<file path="src/rtl/led_matrix_pkg.sv">
`default_nettype none
// ============================================================================
// Module   : led_matrix_pkg
// Function : Shared types and default dimensions for the LED matrix scanner.
// Revision : 1.0 - initial release
// ============================================================================
package led_matrix_pkg;

    localparam int MATRIX_ROWS = 8;
    localparam int MATRIX_COLS = 8;

    typedef enum logic [0:0] {
        BLANK = 1'b0,
        SHOW  = 1'b1
    } scan_state_t;

    typedef logic [MATRIX_COLS-1:0] row_data_t;

endpackage : led_matrix_pkg
`default_nettype wire

</file>
<file path="src/rtl/frame_buffer.sv">
`default_nettype none
// ============================================================================
// Module   : frame_buffer
// Function : Double-buffered frame store; host writes back, display reads front.
// Revision : 1.0 - initial release
// ============================================================================
module frame_buffer
    import led_matrix_pkg::*;
#(
    parameter int ROWS = MATRIX_ROWS,
    parameter int COLS = MATRIX_COLS
) (
    input  logic                    clk,
    input  logic                    rst,
    input  logic                    wr_en,
    input  logic [$clog2(ROWS)-1:0] wr_row,
    input  logic [COLS-1:0]         wr_data,
    input  logic                    copy,
    input  logic [$clog2(ROWS)-1:0] rd_row,
    output logic [COLS-1:0]         rd_data
);

    localparam int c_row_w = $clog2(ROWS);
    localparam logic [c_row_w:0] c_rows = (c_row_w + 1)'(ROWS);

    logic [COLS-1:0] r_back_q  [ROWS];
    logic [COLS-1:0] r_front_q [ROWS];
    logic [COLS-1:0] w_back_d  [ROWS];
    logic [COLS-1:0] w_front_d [ROWS];

    // Copy reads the pre-write back contents, so a same-edge write only
    // reaches the display at a later swap.
    always_comb begin
        w_back_d  = r_back_q;
        w_front_d = r_front_q;
        if (copy) begin
            w_front_d = r_back_q;
        end
        if (wr_en && ({1'b0, wr_row} < c_rows)) begin
            w_back_d[wr_row] = wr_data;
        end
    end

    always_ff @(posedge clk) begin
        if (rst) begin
            for (int i = 0; i < ROWS; i++) begin
                r_back_q[i]  <= '0;
                r_front_q[i] <= '0;
            end
        end else begin
            r_back_q  <= w_back_d;
            r_front_q <= w_front_d;
        end
    end

    assign rd_data = r_front_q[rd_row];

endmodule : frame_buffer
`default_nettype wire

</file>
<file path="src/rtl/led_row_scanner.sv">
`default_nettype none
// ============================================================================
// Module   : led_row_scanner
// Function : Row-multiplexed 8x8 LED driver with inter-row blanking and
//            tear-free frame swaps at frame boundaries.
// Revision : 1.0 - initial release
// ============================================================================
module led_row_scanner
    import led_matrix_pkg::*;
#(
    parameter int ROWS         = MATRIX_ROWS,
    parameter int COLS         = MATRIX_COLS,
    parameter int BLANK_CYCLES = 2
) (
    input  logic                    clk,
    input  logic                    rst,
    input  logic                    tick,
    input  logic                    wr_en,
    input  logic [$clog2(ROWS)-1:0] wr_row,
    input  logic [COLS-1:0]         wr_data,
    input  logic                    swap_req,
    output logic                    swap_ack,
    output logic [ROWS-1:0]         row_sel,
    output logic [COLS-1:0]         col_out,
    output logic                    frame_start
);

    localparam int c_row_w = $clog2(ROWS);
    localparam int c_cnt_w = (BLANK_CYCLES > 1) ? $clog2(BLANK_CYCLES) : 1;
    localparam logic [c_cnt_w-1:0] c_blank_last = c_cnt_w'(BLANK_CYCLES - 1);
    localparam logic [c_row_w-1:0] c_last_row   = c_row_w'(ROWS - 1);

    scan_state_t          r_state_q,       w_state_d;
    logic [c_cnt_w-1:0]   r_blank_cnt_q,   w_blank_cnt_d;
    logic [c_row_w-1:0]   r_row_idx_q,     w_row_idx_d;
    logic                 r_swap_pend_q,   w_swap_pend_d;
    logic                 r_frame_start_q, w_frame_start_d;
    logic                 r_swap_ack_q,    w_swap_ack_d;
    logic                 w_boundary;
    logic                 w_copy;
    logic [COLS-1:0]      w_rd_data;
    logic [ROWS-1:0]      w_row_sel;
    logic [COLS-1:0]      w_col_out;

    always_comb begin
        w_state_d       = r_state_q;
        w_blank_cnt_d   = r_blank_cnt_q;
        w_row_idx_d     = r_row_idx_q;
        w_swap_pend_d   = r_swap_pend_q;
        w_boundary      = 1'b0;
        case (r_state_q)
            BLANK: begin
                if (r_blank_cnt_q == c_blank_last) begin
                    w_state_d     = SHOW;
                    w_blank_cnt_d = '0;
                    w_boundary    = (r_row_idx_q == c_last_row);
                    w_row_idx_d   = w_boundary ? '0 : r_row_idx_q + 1'b1;
                end else begin
                    w_blank_cnt_d = r_blank_cnt_q + 1'b1;
                end
            end
            SHOW: begin
                if (tick) begin
                    w_state_d = BLANK;
                end
            end
            default: w_state_d = BLANK;
        endcase

        // A request arriving on the boundary edge itself is honoured at once.
        w_copy = w_boundary & (r_swap_pend_q | swap_req);
        if (w_copy) begin
            w_swap_pend_d = 1'b0;
        end else if (swap_req) begin
            w_swap_pend_d = 1'b1;
        end
        w_frame_start_d = w_boundary;
        w_swap_ack_d    = w_copy;
    end

    always_ff @(posedge clk) begin
        if (rst) begin
            r_state_q       <= BLANK;
            r_blank_cnt_q   <= '0;
            r_row_idx_q     <= c_last_row;
            r_swap_pend_q   <= 1'b0;
            r_frame_start_q <= 1'b0;
            r_swap_ack_q    <= 1'b0;
        end else begin
            r_state_q       <= w_state_d;
            r_blank_cnt_q   <= w_blank_cnt_d;
            r_row_idx_q     <= w_row_idx_d;
            r_swap_pend_q   <= w_swap_pend_d;
            r_frame_start_q <= w_frame_start_d;
            r_swap_ack_q    <= w_swap_ack_d;
        end
    end

    frame_buffer #(
        .ROWS (ROWS),
        .COLS (COLS)
    ) u_frame_buffer (
        .clk     (clk),
        .rst     (rst),
        .wr_en   (wr_en),
        .wr_row  (wr_row),
        .wr_data (wr_data),
        .copy    (w_copy),
        .rd_row  (r_row_idx_q),
        .rd_data (w_rd_data)
    );

    always_comb begin
        w_row_sel = '0;
        w_col_out = '0;
        if (r_state_q == SHOW) begin
            w_row_sel[r_row_idx_q] = 1'b1;
            w_col_out              = w_rd_data;
        end
    end

    assign row_sel     = w_row_sel;
    assign col_out     = w_col_out;
    assign frame_start = r_frame_start_q;
    assign swap_ack    = r_swap_ack_q;

endmodule : led_row_scanner
`default_nettype wire

</file>
<file path="config.mk">
export PLATFORM = sky130hd
export DESIGN_NAME = led_row_scanner
export DESIGN_NICKNAME = d
export VERILOG_FILES = /design/src/rtl/led_matrix_pkg.sv /design/src/rtl/frame_buffer.sv /design/src/rtl/led_row_scanner.sv
export SDC_FILE = /design/constraint.sdc
export NUM_CORES = 1
export LEC_CHECK = 0
export CORE_UTILIZATION = 25
export CTS_BUF_LIST = sky130_fd_sc_hd__clkbuf_16
export DETAILED_ROUTE_END_ITERATION = 16
export GPL_TIMING_DRIVEN = 0
export MAX_ROUTING_LAYER = met4
export SYNTH_ARGS = -nofsm -noshare
export SYNTH_HDL_FRONTEND = slang
export SYNTH_SLANG_ARGS = --single-unit
</file>
<file path="constraint.sdc">
create_clock -name clk -period 4 [get_ports clk]
set_clock_uncertainty 0.1 [all_clocks]
set_input_delay 0.6 -clock clk [delete_from_list [all_inputs] [get_ports clk]]
set_output_delay 0.6 -clock clk [all_outputs]
set_load 0.1 [all_outputs]
</file>
[Word level (Yosys, flattened, before mapping)]
Cells that the tools add are included.
Cells by class
  muxes and demuxes: 17
  equality and inequality tests: 1
  reduce and logical (&&, ||, !) cells: 4
  $lt $le $gt $ge: 5
  add/sub/neg operators: 2
  bitwise logic cells: 5
Operators with widths (count)
  bitwise mux 64 bit: 1
  two-way mux 8 bit: 5
  binary-select mux 8 bit (select 3 bit): 1
  demux 8 bit (select 3 bit): 1
  >= comparator 4 bit, second input constant: 2
  inverter 3 -> 4 bit: 2
  two-way mux 1 bit: 6
  < comparator 3 x 4 -> 1 bit, second input constant: 1
  < comparator 4 x 1 -> 1 bit, second input constant: 1
  adder 3 x 1 -> 3 bit, second input constant: 1
  demux 1 bit (select 3 bit): 1
  == test 3 bit, second input constant: 1
  >= comparator 3 x 1 -> 1 bit, second input constant: 1
  two-way mux 3 bit: 1
  logical AND 1 bit: 2
  case mux 1 bit (2 select lines): 1
  AND reduction 2 bit: 1
  OR reduction 2 bit: 1
  adder 1 bit, second input constant: 1
  bitwise AND 1 bit: 1
  inverter 1 bit: 1
  bitwise OR 1 bit: 1
Word-level totals
  input bits: 16
  register bits: 136
  word-level logic and storage cells: 56
  output and inout port bits: 18

[Depth between registers and ports, before layout]
Gate-level depths: netlist of the first run.
  word-level depth: 6
  gate-level depth with buffers: 7

[Cells and area by module]
From an unflattened synthesis of the first run, not the netlist that was laid out.
Unflattened totals
  cells, all modules: 560
  area, all modules: 5551.6 um2
By module, submodules not included
  frame_buffer: cells an instance 507, instances 1, sequential area each 2562.5 um2, area each 5122.4 um2
  led_row_scanner: cells an instance 53, instances 1, sequential area each 160.2 um2, area each 429.2 um2

[Worst setup path before layout of the first run]
Ideal clock, no wire load.
  kind: flip-flop to output port
  start point: register r_state_q
  end point: output row_sel[4]
  path buffers: 1
  required time: 3300 ps
  cell stages (with the launch flop): 4
  arrival: 2835 ps
  setup slack: 465 ps
  cell sequence: dfxtp_1 clkbuf_1 nand2_1 nor3_1
On the way
  longest elaborated chain between the ends: 1
Ends and longest elaborated chain
  from (decl): line led_row_scanner.sv:33  | scan_state_t r_state_q, w_state_d;
  from (signal assigned): line led_row_scanner.sv:90  | r_state_q <= w_state_d;
  two-way mux 8 bit: line led_row_scanner.sv:116  | if (r_state_q == SHOW) begin
  to (decl): line led_row_scanner.sv:23  | output logic [ROWS-1:0] row_sel,
No other way between the ends.

[Worst setup path in the final report of the first run]
  start point: register r_row_idx_q[0]
  end point: output col_out[3]
On the way
  longest elaborated chain between the ends: 5
Ends and longest elaborated chain
  from (decl): line led_row_scanner.sv:35  | logic [c_row_w-1:0] r_row_idx_q, w_row_idx_d;
  from (signal assigned): line led_row_scanner.sv:85  | r_row_idx_q <= c_last_row;
  from (signal assigned): line led_row_scanner.sv:92  | r_row_idx_q <= w_row_idx_d;
  inverter 3 -> 4 bit (implied by the code): line frame_buffer.sv:56  | assign rd_data = r_front_q[rd_row];
  binary-select mux 8 bit (select 3 bit): line frame_buffer.sv:56
  two-way mux 8 bit (implied by the code) (2 in series): line frame_buffer.sv:56
  two-way mux 8 bit: line led_row_scanner.sv:116
  to (decl): line led_row_scanner.sv:24  | output logic [COLS-1:0] col_out,
No other way between the ends. The select of a mux whose other input is x is not followed.

==> metrics.md, run 1 <==
| Metric | Value |
|---|---|
| Clock Tree Buf Depth | `2` |
| Simple-Gate Fraction of Synth Area | `0.136` |
| Final worst slack | `0.185 ns` |
| Placed Cells incl. Taps | `821` |
| DRC Markers | `0` |
| Xor/xnor cell area share of the yosys netlist | `0` |
| DR pass1 iterations | `5` |
| Number of synthesized flops with an enable pin | `0` |
| Iteration-0 DRC Markers | `305` |
| RR Endpoint | `u_frame_buffer.r_front_q[15]` |
| N_diodes | `0` |
| Status | `finished clean` |
| WL per Instance | `16.6 um` |
| GRT overflow | `0` |
| Cts hold-fix bufs | `0` |
| Die Y | `147 um` |
| DR vias | `3944` |
| GPL Wtd Cong | `0.798` |
| Post-CTS sizing | `0` |
| Peak supply drop | `0.000255 V` |
| Max-Cap Viols | `0` |
| Tcrit/Tclk final | `0.954` |
| Gr busiest metal | `met2` |
| Synth Cell Area | `0.00529 mm^2` |
| Yosys Warn Count | `0` |
| Mux contribution to synthesized area | `0.106` |
| CTS tree | `built` |
| Clock latency at the later pin of the worst-skew pair | `0.41 ns` |
| Endpoint type of the worst setup path | `output pin` |
| Met1 usage | `0.190` |
| Clock sinks | `136` |
| Worst slack at placement | `0.657 ns` |
| Global routing usage on met3 | `0.0364` |
| Sequential fraction of the synthesis area | `0.515` |
| Synth Area per Inst | `10.0 um^2` |
| Final Instance Count excl. Fillers | `849` |
| Tmin final | `3.81 ns` |
| CP Max Fanout | `10` |
| Largest family of logic cells by synthesized area | `compound AO/OA/AOI/OAI gates` |
| Top cells by count, synth | `dfxtp_1 (136), nand2_1 (87), a22o_1 (64)` |
| Mapped Cells | `527` |
| Synth Flop Type | `dfxtp_1` |
| TritonCTS Buffers | `17` |
| Unrepaired setup endpoints after global routing | `false` |
| CP endpoint | `col_out[3]` |
| Final hold slack | `0.351 ns` |
| Syn Nets | `545` |
| Flop2flop setup slack | `2.06 ns` |
| Critical path class | `flop to output pin` |
| Row count | `52` |
| Critical path origin | `r_row_idx_q[0]` |
| Cell Pwr Density | `472 mW/mm^2` |
| Final antenna-violating net count | `0` |
| Top Ports | `34` |
| Complex-gate fraction of the synthesized area | `0.179` |
| Root Buffer | `clkbuf_16` |
| Final hold violation count | `0` |
| Synth top area cells | `dfxtp_1 (51%), a22o_1 (11%), mux2i_1 (11%)` |
| DR vias/cell | `4.65` |
| Area leader, netlist | `dfxtp_1` |
| HPWL after DPL | `9.72 mm` |
| Setup violations, final | `0` |
| First-pass GRT wire length | `21.8 mm` |
| Hold path depth | `2` |
| Min-delay worst type | `flop to flop` |
| Unique masters post-synth | `32` |
| Post-CTS setup buffer count | `0` |
| Req. time, crit path | `3.30 ns` |
| Area growth, synth to finish | `19.9%` |
| Largest net degree at the start of global routing | `17` |
| Synth Area in Adders | `0.00473` |
| Rel. slew slack | `0.347` |
| Layout cell share with drive strength beyond 1 | `0.0950` |
| CP Launch Type | `flop` |
| #FFs+latches synth | `136` |
| GRT Resource Usage Total | `0.140` |
| Port Buf Inserts | `24` |
| Nets | `588` |
| Final wirelength | `14.1 mm` |
| Leakage power | `2.41 nW` |
| Fin. max-slew vios | `0` |
| Ys async rst share | `0` |
| Met2 track demand over resource | `0.196` |
| Yosys top cell area share | `0.515` |
| Worst-margin pin slew | `0.976 ns` |
| Setup TNS | `0 ns` |
| R2r worst-path depth | `7` |
| Die Width | `147 um` |
| Maximum operating frequency | `262 MHz` |
| Reg-to-Reg Start | `r_row_idx_q[0]` |
| DIE AREA | `0.0218 mm^2` |
| Starting Density | `0.258` |
| Count leader, synth | `dfxtp_1` |
| Reg clk slew, reported paths | `0.05 ns` |
| Core Area | `0.0205 mm^2` |
| H-tree levels | `4` |
| Number of global-route vias before repair | `3711` |
| Initial antenna violation count | `0` |
| Critical path data arrival time | `3.11 ns` |
==> layout by cell type (no fill, tap or decap), types with 16 or more instances in the layout <==
| master | n |
|---|---|
| clkbuf_1 | 20 |
| a22o_1 | 64 |
| o22ai_1 | 16 |
| nand2_1 | 87 |
| nor2_1 | 31 |
| clkdlybuf4s50_1 | 24 |
| mux2i_1 | 56 |
| a21oi_1 | 41 |
| dfxtp_1 | 136 |
| clkbuf_16 | 17 |
==> metrics by stage <==
step / area [um^2] / util / power, mW
3_3_place_gp: 5870 / 0.286 / 1.73
5_1_grt: 6340 / 0.310 / 3.10
2_1_floorplan: 5290 / - / 1.64
6_report: 6340 / 0.310 / 3.00
3_5_place_dp: 5870 / 0.286 / 1.73
4_1_cts: 6340 / 0.310 / 3.01
==> logic make-up (layout without fill, tap and decap cells) <==
logic type / Yosys count / count (layout)
DFF: 136 / 136
buffers and inverters: 51 / 103
muxes: 56 / 56
AOI/OAI and AO/OA: 131 / 131
and+or+nand+nor: 151 / 151
adders and majority gates: 2 / 2
==> sequential cells by signal, summed over array words and instances (netlist names) <==
name,cells
r_row_idx_q,3
r_state_q,1
frame_start,1
r_swap_pend_q,1
r_blank_cnt_q,1
swap_ack,1
u_frame_buffer.r_front_q,64
u_frame_buffer.r_back_q,64
==> report_power, final <==
part           internal, mW  total, mW  switching, mW  leakage [nW]
clock                 0.755       1.29          0.536         0.247
sequential             1.38       1.40         0.0168          1.10
combinational         0.100      0.305          0.205          1.06
total                  2.24       3.00          0.758          2.41
==> worst max-delay path, cell delays in order (launching register included) <==
cell and delay [ns]:
dfxtp_1 0.37, buf_4 0.27, buf_6 0.24, mux2i_1 0.45, o22ai_1 0.16, o21a_1 0.23, clkdlybuf4s50_1 0.98
==> metal layers <==
metal | share of wire | routed length (um) | up-vias
li1 | - | - | 1956
met1 | 0.50 | 7000 | 1852
met2 | 0.42 | 6000 | 117
met3 | 0.061 | 859 | 19
met4 | 0.018 | 255 | 0
met5 | 0 | 0 | -
==> final cells by class <==
type,instances,area [um^2]
Sequential cell,136,2720
Fill cell,2146,14200
Tap cell,270,338
Clock inverter,11,48.8
Timing Repair Buffer,24,240
Clock buffer,17,425
Multi-Input combinational cell,340,2250
Buffer,51,317
==> how the worst min path moves through the flow <==
stage / startpoint / to / slack, ns
after global placement: u_frame_buffer.r_back_q[58] / u_frame_buffer.r_back_q[58] / 0.34
after detailed placement: u_frame_buffer.r_back_q[9] / u_frame_buffer.r_back_q[9] / 0.35
after CTS: u_frame_buffer.r_back_q[9] / u_frame_buffer.r_back_q[9] / 0.35
after floorplan: u_frame_buffer.r_back_q[0] / u_frame_buffer.r_back_q[0] / 0.34
after global routing: u_frame_buffer.r_back_q[50] / u_frame_buffer.r_front_q[50] / 0.37
final: u_frame_buffer.r_back_q[12] / u_frame_buffer.r_back_q[12] / 0.35
Power figures use the tool's default switching activity.
==> run 2: changes to the inputs <==
--- a/config.mk
+++ b/config.mk
@@ -8,7 +8,6 @@
 export CORE_UTILIZATION = 25
 export CTS_BUF_LIST = sky130_fd_sc_hd__clkbuf_16
 export DETAILED_ROUTE_END_ITERATION = 16
-export GPL_TIMING_DRIVEN = 0
 export MAX_ROUTING_LAYER = met4
 export SYNTH_ARGS = -nofsm -noshare
 export SYNTH_HDL_FRONTEND = slang
==> run 2 against run 1 <==
Against the previous run:
- largest cell class unchanged
- final area down 1.3%
- fmax up 23%
- combinational power down 13%
- utilization down 0.42 points
- critical path type unchanged
- worst hold slack better by 0.0021 ns
- count of clock-buffer cells in the layout unchanged
- via count down 2.9%
- clock power up 26%
- routed wire length down 6.7%
- sequential power about the same
- highest routed layer unchanged
==> metrics.md, run 2 (synthesis gave the netlist of run 1 again) <==
| Metric | Value |
|---|---|
| Status | `finished clean` |
| First-pass GRT wire length | `20.6 mm` |
| Starting Density | `0.258` |
| Leakage power | `2.37 nW` |
| Die Y | `147 um` |
| Iteration-0 DRC Markers | `310` |
| CP Max Fanout | `30` |
| Initial antenna violation count | `0` |
| Final Util | `0.305` |
| R2r worst-path depth | `6` |
| Port Buf Inserts | `33` |
| Switching Share | `0.256` |
| WL per Instance | `16.2 um` |
| Layout cell share with drive strength beyond 1 | `0.105` |
| Final wirelength | `13.2 mm` |
| Commonest non-fill, non-tap cells in the layout | `dfxtp_1 (135), nand2_1 (87), a22o_1 (64), mux2i_1 (56), a21oi_1 (41)` |
| Largest registers | `u_frame_buffer.r_back_q x64, u_frame_buffer.r_front_q x64, r_row_idx_q x3` |
| TritonCTS Buffers | `17` |
| GRT overflow | `0` |
| DRC Markers | `0` |
| Tcrit/Tclk final | `0.777` |
| Endpoint type of the worst setup path | `output pin` |
| Reg-to-Reg Start | `r_row_idx_q[1]` |
| Largest net degree at the start of global routing | `70` |
| GRT Resource Usage Total | `0.129` |
| N_diodes | `0` |
| Min-delay worst type | `flop to flop` |
| Final hold slack | `0.353 ns` |
| P_int | `2.46 mW` |
| RR Endpoint | `u_frame_buffer.r_front_q[17]` |
| H-tree levels | `4` |
| DR vias | `3829` |
| Peak supply drop | `0.000395 V` |
| Critical path class | `flop to output pin` |
| Maximum operating frequency | `322 MHz` |
| Number of global-route vias before repair | `3552` |
| Part of the power in the clock network | `0.493` |
| Final hold violation count | `0` |
| Post-CTS sizing | `0` |
| CP Launch Type | `flop` |
| Worst-margin pin slew | `0.963 ns` |
| Nets | `550` |
| DIE AREA | `0.0218 mm^2` |
| Top Ports | `34` |
| Tmin final | `3.11 ns` |
| HPWL after DPL | `7.72 mm` |
| Worst Hold End | `u_frame_buffer.r_back_q[18]` |
| DR vias/cell | `4.70` |
| Die Width | `147 um` |
| Fin. max-slew vios | `0` |
| Most common cell after layout, fill and taps aside | `dfxtp_1` |
| Unrepaired setup endpoints after global routing | `false` |
| Rel. slew slack | `0.356` |
| Setup violations, final | `0` |
| Min-Delay Startpoint | `u_frame_buffer.r_back_q[18]` |
| Reg clk slew, reported paths | `0.06 ns` |
| Cts hold-fix bufs | `0` |
| Worst slack at placement | `1.34 ns` |
| Cell Pwr Density | `528 mW/mm^2` |
| Max-Cap Viols | `0` |
| Final worst slack | `0.892 ns` |
| Total Power | `3.30 mW` |
| CTS tree | `built` |
| Logic pwr share | `0.080` |
| Root Buffer | `clkbuf_16` |
| Setup TNS | `0 ns` |
| Hold path depth | `2` |
| DR pass1 iterations | `5` |
| Core Area | `0.0205 mm^2` |
| Clock latency at the later pin of the worst-skew pair | `0.41 ns` |
| Reg power frac | `0.427` |
| Area growth, synth to finish | `18.3%` |
| Flop2flop setup slack | `1.61 ns` |
| Final antenna-violating net count | `0` |
| Req. time, crit path | `3.30 ns` |
| Psw | `0.844 mW` |
| Critical path origin | `r_row_idx_q[0]` |
| Clock sinks | `136` |
| Critical path data arrival time | `2.41 ns` |
| Row count | `52` |
| GPL Wtd Cong | `0.733` |
| Post-CTS setup buffer count | `0` |
| Clock Tree Buf Depth | `2` |
## run 2: final cells by class
| class | count | area (um^2) |
|---|---|---|
| fill | 2119 | 14200 |
| sequential | 136 | 2720 |
| multi-input combinational | 340 | 2270 |
| clock buffer | 17 | 425 |
| tap | 270 | 338 |
| timing repair buffer | 37 | 315 |
| clock inverter | 15 | 189 |
## run 2: how the worst max path moves through the flow
| stage | slack, ns | depth (start not counted) | to |
|---|---|---|---|
| 3_5_place_dp | 1.34 | 5 | col_out[3] |
| 6_report | 0.89 | 5 | col_out[7] |
| 3_3_place_gp | 1.34 | 4 | col_out[3] |
| 2_1_floorplan | 0.46 | 3 | row_sel[4] |
| 4_1_cts | 0.89 | 5 | col_out[3] |
| 5_1_grt | 0.80 | 5 | col_out[3] |
## run 2: metrics by stage
step / cells / area (um^2)
6_report: 815 / 6260
5_1_grt: 815 / 6260
4_1_cts: 815 / 6260
3_5_place_dp: 783 / 5640
3_3_place_gp: 783 / 5640
2_1_floorplan: 527 / 5290
## run 2: worst max-delay path, stage by stage, from the launching register on
cell	delay [ns]
dfxtp_2	0.47
buf_4	0.55
mux2i_1	0.34
o22ai_1	0.13
o21a_1	0.25
buf_4	0.24
## run 2: power groups by stage
stage                     Combinational [mW]  Sequential, mW  Clock, mW
after detailed placement               0.267            1.44          0
after floorplan                        0.208            1.43          0
final                                  0.266            1.41       1.63
after CTS                              0.267            1.41       1.66
after global routing                   0.286            1.41       1.72
after global placement                 0.264            1.44          0
## run 2: metal layers
metal | vias to the layer above | wire length (um) | global-route usage | share of wire
met5 | - | 0 | - | 0
met4 | 0 | 122 | 0.0433 | 0.0093
met3 | 8 | 722 | 0.0309 | 0.055
met2 | 105 | 5830 | 0.180 | 0.44
met1 | 1839 | 6500 | 0.182 | 0.49
li1 | 1877 | - | - | -
==> run 3: changes to the inputs <==
==> constraint.sdc (replaced) <==
create_clock -name clk -period 2.7 [get_ports clk]
set_clock_uncertainty 0.1 [all_clocks]
set_input_delay 0.405 -clock clk [delete_from_list [all_inputs] [get_ports clk]]
set_output_delay 0.405 -clock clk [all_outputs]
set_load 0.1 [all_outputs]
==> run 3 against run 2 <==
Against the previous run:
- via count increased by 1.2%
- register-to-register slack got worse by 1.2 ns
- sequential power increased by 48%
- worst hold slack got worse by 0.18 ns
- sequential cell count unchanged
- sequential share of layout area decreased by 2.2 points
- global-route usage increased by 0.28 points
- final cell count increased by 0.98%
==> metrics.md, run 3 (synthesis gave the netlist of run 1 again) <==
| Metric | Value |
|---|---|
| Status | `finished clean` |
| Worst-margin pin slew | `0.764 ns` |
| Largest registers | `u_frame_buffer.r_back_q x64, u_frame_buffer.r_front_q x64, r_row_idx_q x3` |
| Commonest non-fill, non-tap cells in the layout | `dfxtp_1 (135), nand2_1 (87), a22o_1 (64), mux2i_1 (56), a21oi_1 (41)` |
| HPWL after DPL | `8.08 mm` |
| Final worst slack | `0.106 ns` |
| Cts hold-fix bufs | `0` |
| Starting Density | `0.258` |
| Critical path data arrival time | `2.09 ns` |
| Endpoint type of the worst setup path | `output pin` |
| Max-Cap Viols | `0` |
| Setup violations, final | `0` |
| Initial antenna violation count | `0` |
| GPL Wtd Cong | `0.713` |
| Iteration-0 DRC Markers | `330` |
| Post-CTS sizing | `0` |
| Die Y | `147 um` |
| DR vias | `3876` |
| Top Ports | `34` |
| Maximum operating frequency | `385 MHz` |
| Tcrit/Tclk final | `0.961` |
| CP Launch Type | `flop` |
| Cell Pwr Density | `760 mW/mm^2` |
| CTS tree | `built` |
| Fin. max-slew vios | `0` |
| N_diodes | `0` |
| Root Buffer | `clkbuf_16` |
| GRT Resource Usage Total | `0.132` |
| CP Max Fanout | `11` |
| Most common cell after layout, fill and taps aside | `dfxtp_1` |
| Core Area | `0.0205 mm^2` |
| DIE AREA | `0.0218 mm^2` |
| Final hold slack | `0.173 ns` |
| Tmin final | `2.59 ns` |
| Largest net degree at the start of global routing | `67` |
| Layout cell share with drive strength beyond 1 | `0.127` |
| Leakage power | `2.47 nW` |
| P_int | `3.76 mW` |
| Peak supply drop | `0.000470 V` |
| Logic pwr share | `0.085` |
| Port Buf Inserts | `33` |
| Setup TNS | `0 ns` |
| TritonCTS Buffers | `17` |
| Psw | `1.25 mW` |
| Reg power frac | `0.418` |
| Final antenna-violating net count | `0` |
| Part of the power in the clock network | `0.497` |
| Rel. slew slack | `0.490` |
| WL per Instance | `16.1 um` |
| DR pass1 iterations | `4` |
| Clock Tree Buf Depth | `2` |
| DR vias/cell | `4.71` |
| Switching Share | `0.249` |
| Req. time, crit path | `2.19 ns` |
| Total Power | `5.01 mW` |
| Area growth, synth to finish | `24.5%` |
| Final wirelength | `13.2 mm` |
| Clock sinks | `136` |
| Clock latency at the later pin of the worst-skew pair | `0.43 ns` |
| Critical path class | `flop to output pin` |
| Worst slack at placement | `0.420 ns` |
| Row count | `52` |
| Post-CTS setup buffer count | `0` |
| Nets | `558` |
| DRC Markers | `0` |
| Number of global-route vias before repair | `3697` |
| GRT overflow | `0` |
| Min-delay worst type | `input pin to flop` |
| Unrepaired setup endpoints after global routing | `false` |
| Die Width | `147 um` |
| Reg clk slew, reported paths | `0.06 ns` |
| H-tree levels | `4` |
| First-pass GRT wire length | `20.9 mm` |
| Final hold violation count | `0` |
## run 3: routing by layer
layer,vias to the layer above,track usage,part of all wire
li1,1893,-,-
met3,14,0.0343,0.057
met4,0,0.0469,0.016
met2,108,0.193,0.45
met1,1861,0.175,0.48
met5,-,-,0
## run 3: final timing paths
path | slack [ns] | cells past startpoint | from | endpoint
worst max-delay path | 0.11 | 4 | r_row_idx_q[1] | col_out[0]
worst max register to register | 0.46 | 7 | r_row_idx_q[0] | u_frame_buffer.r_front_q[26]
worst min-delay path | 0.17 | 2 | rst | r_state_q
worst min register to register | 0.35 | 2 | u_frame_buffer.r_back_q[14] | u_frame_buffer.r_back_q[14]
## run 3: final cells by class
cell class                      instances  area [um^2]
Fill cell                            2107        13900
Sequential cell                       136         2720
Multi-Input combinational cell        340         2280
Timing Repair Buffer                   45          608
Clock buffer                           17          425
Tap cell                              270          338
Clock inverter                         15          215
## run 3: stage by stage
step	cell area [um^2]	cells	util
2_1_floorplan	5300	527	-
3_3_place_gp	5950	791	0.290
3_5_place_dp	5950	791	0.290
4_1_cts	6590	823	0.321
5_1_grt	6590	823	0.321
6_report	6590	823	0.321
## run 3: critical path, stage by stage (launching register included)
cell	delay (ns)
dfxtp_1	0.55
nand2_1	0.37
o22ai_1	0.31
o21a_1	0.24
buf_12	0.19
## run 3: power groups by stage
stage               registers, mW  clock network [mW]  logic [mW]
finish                       2.09                2.49       0.427
global route                 2.10                2.64       0.454
CTS                          2.09                2.54       0.427
detailed placement           2.14                   0       0.426
global placement             2.13                   0       0.422
floorplan                    2.12                   0       0.310
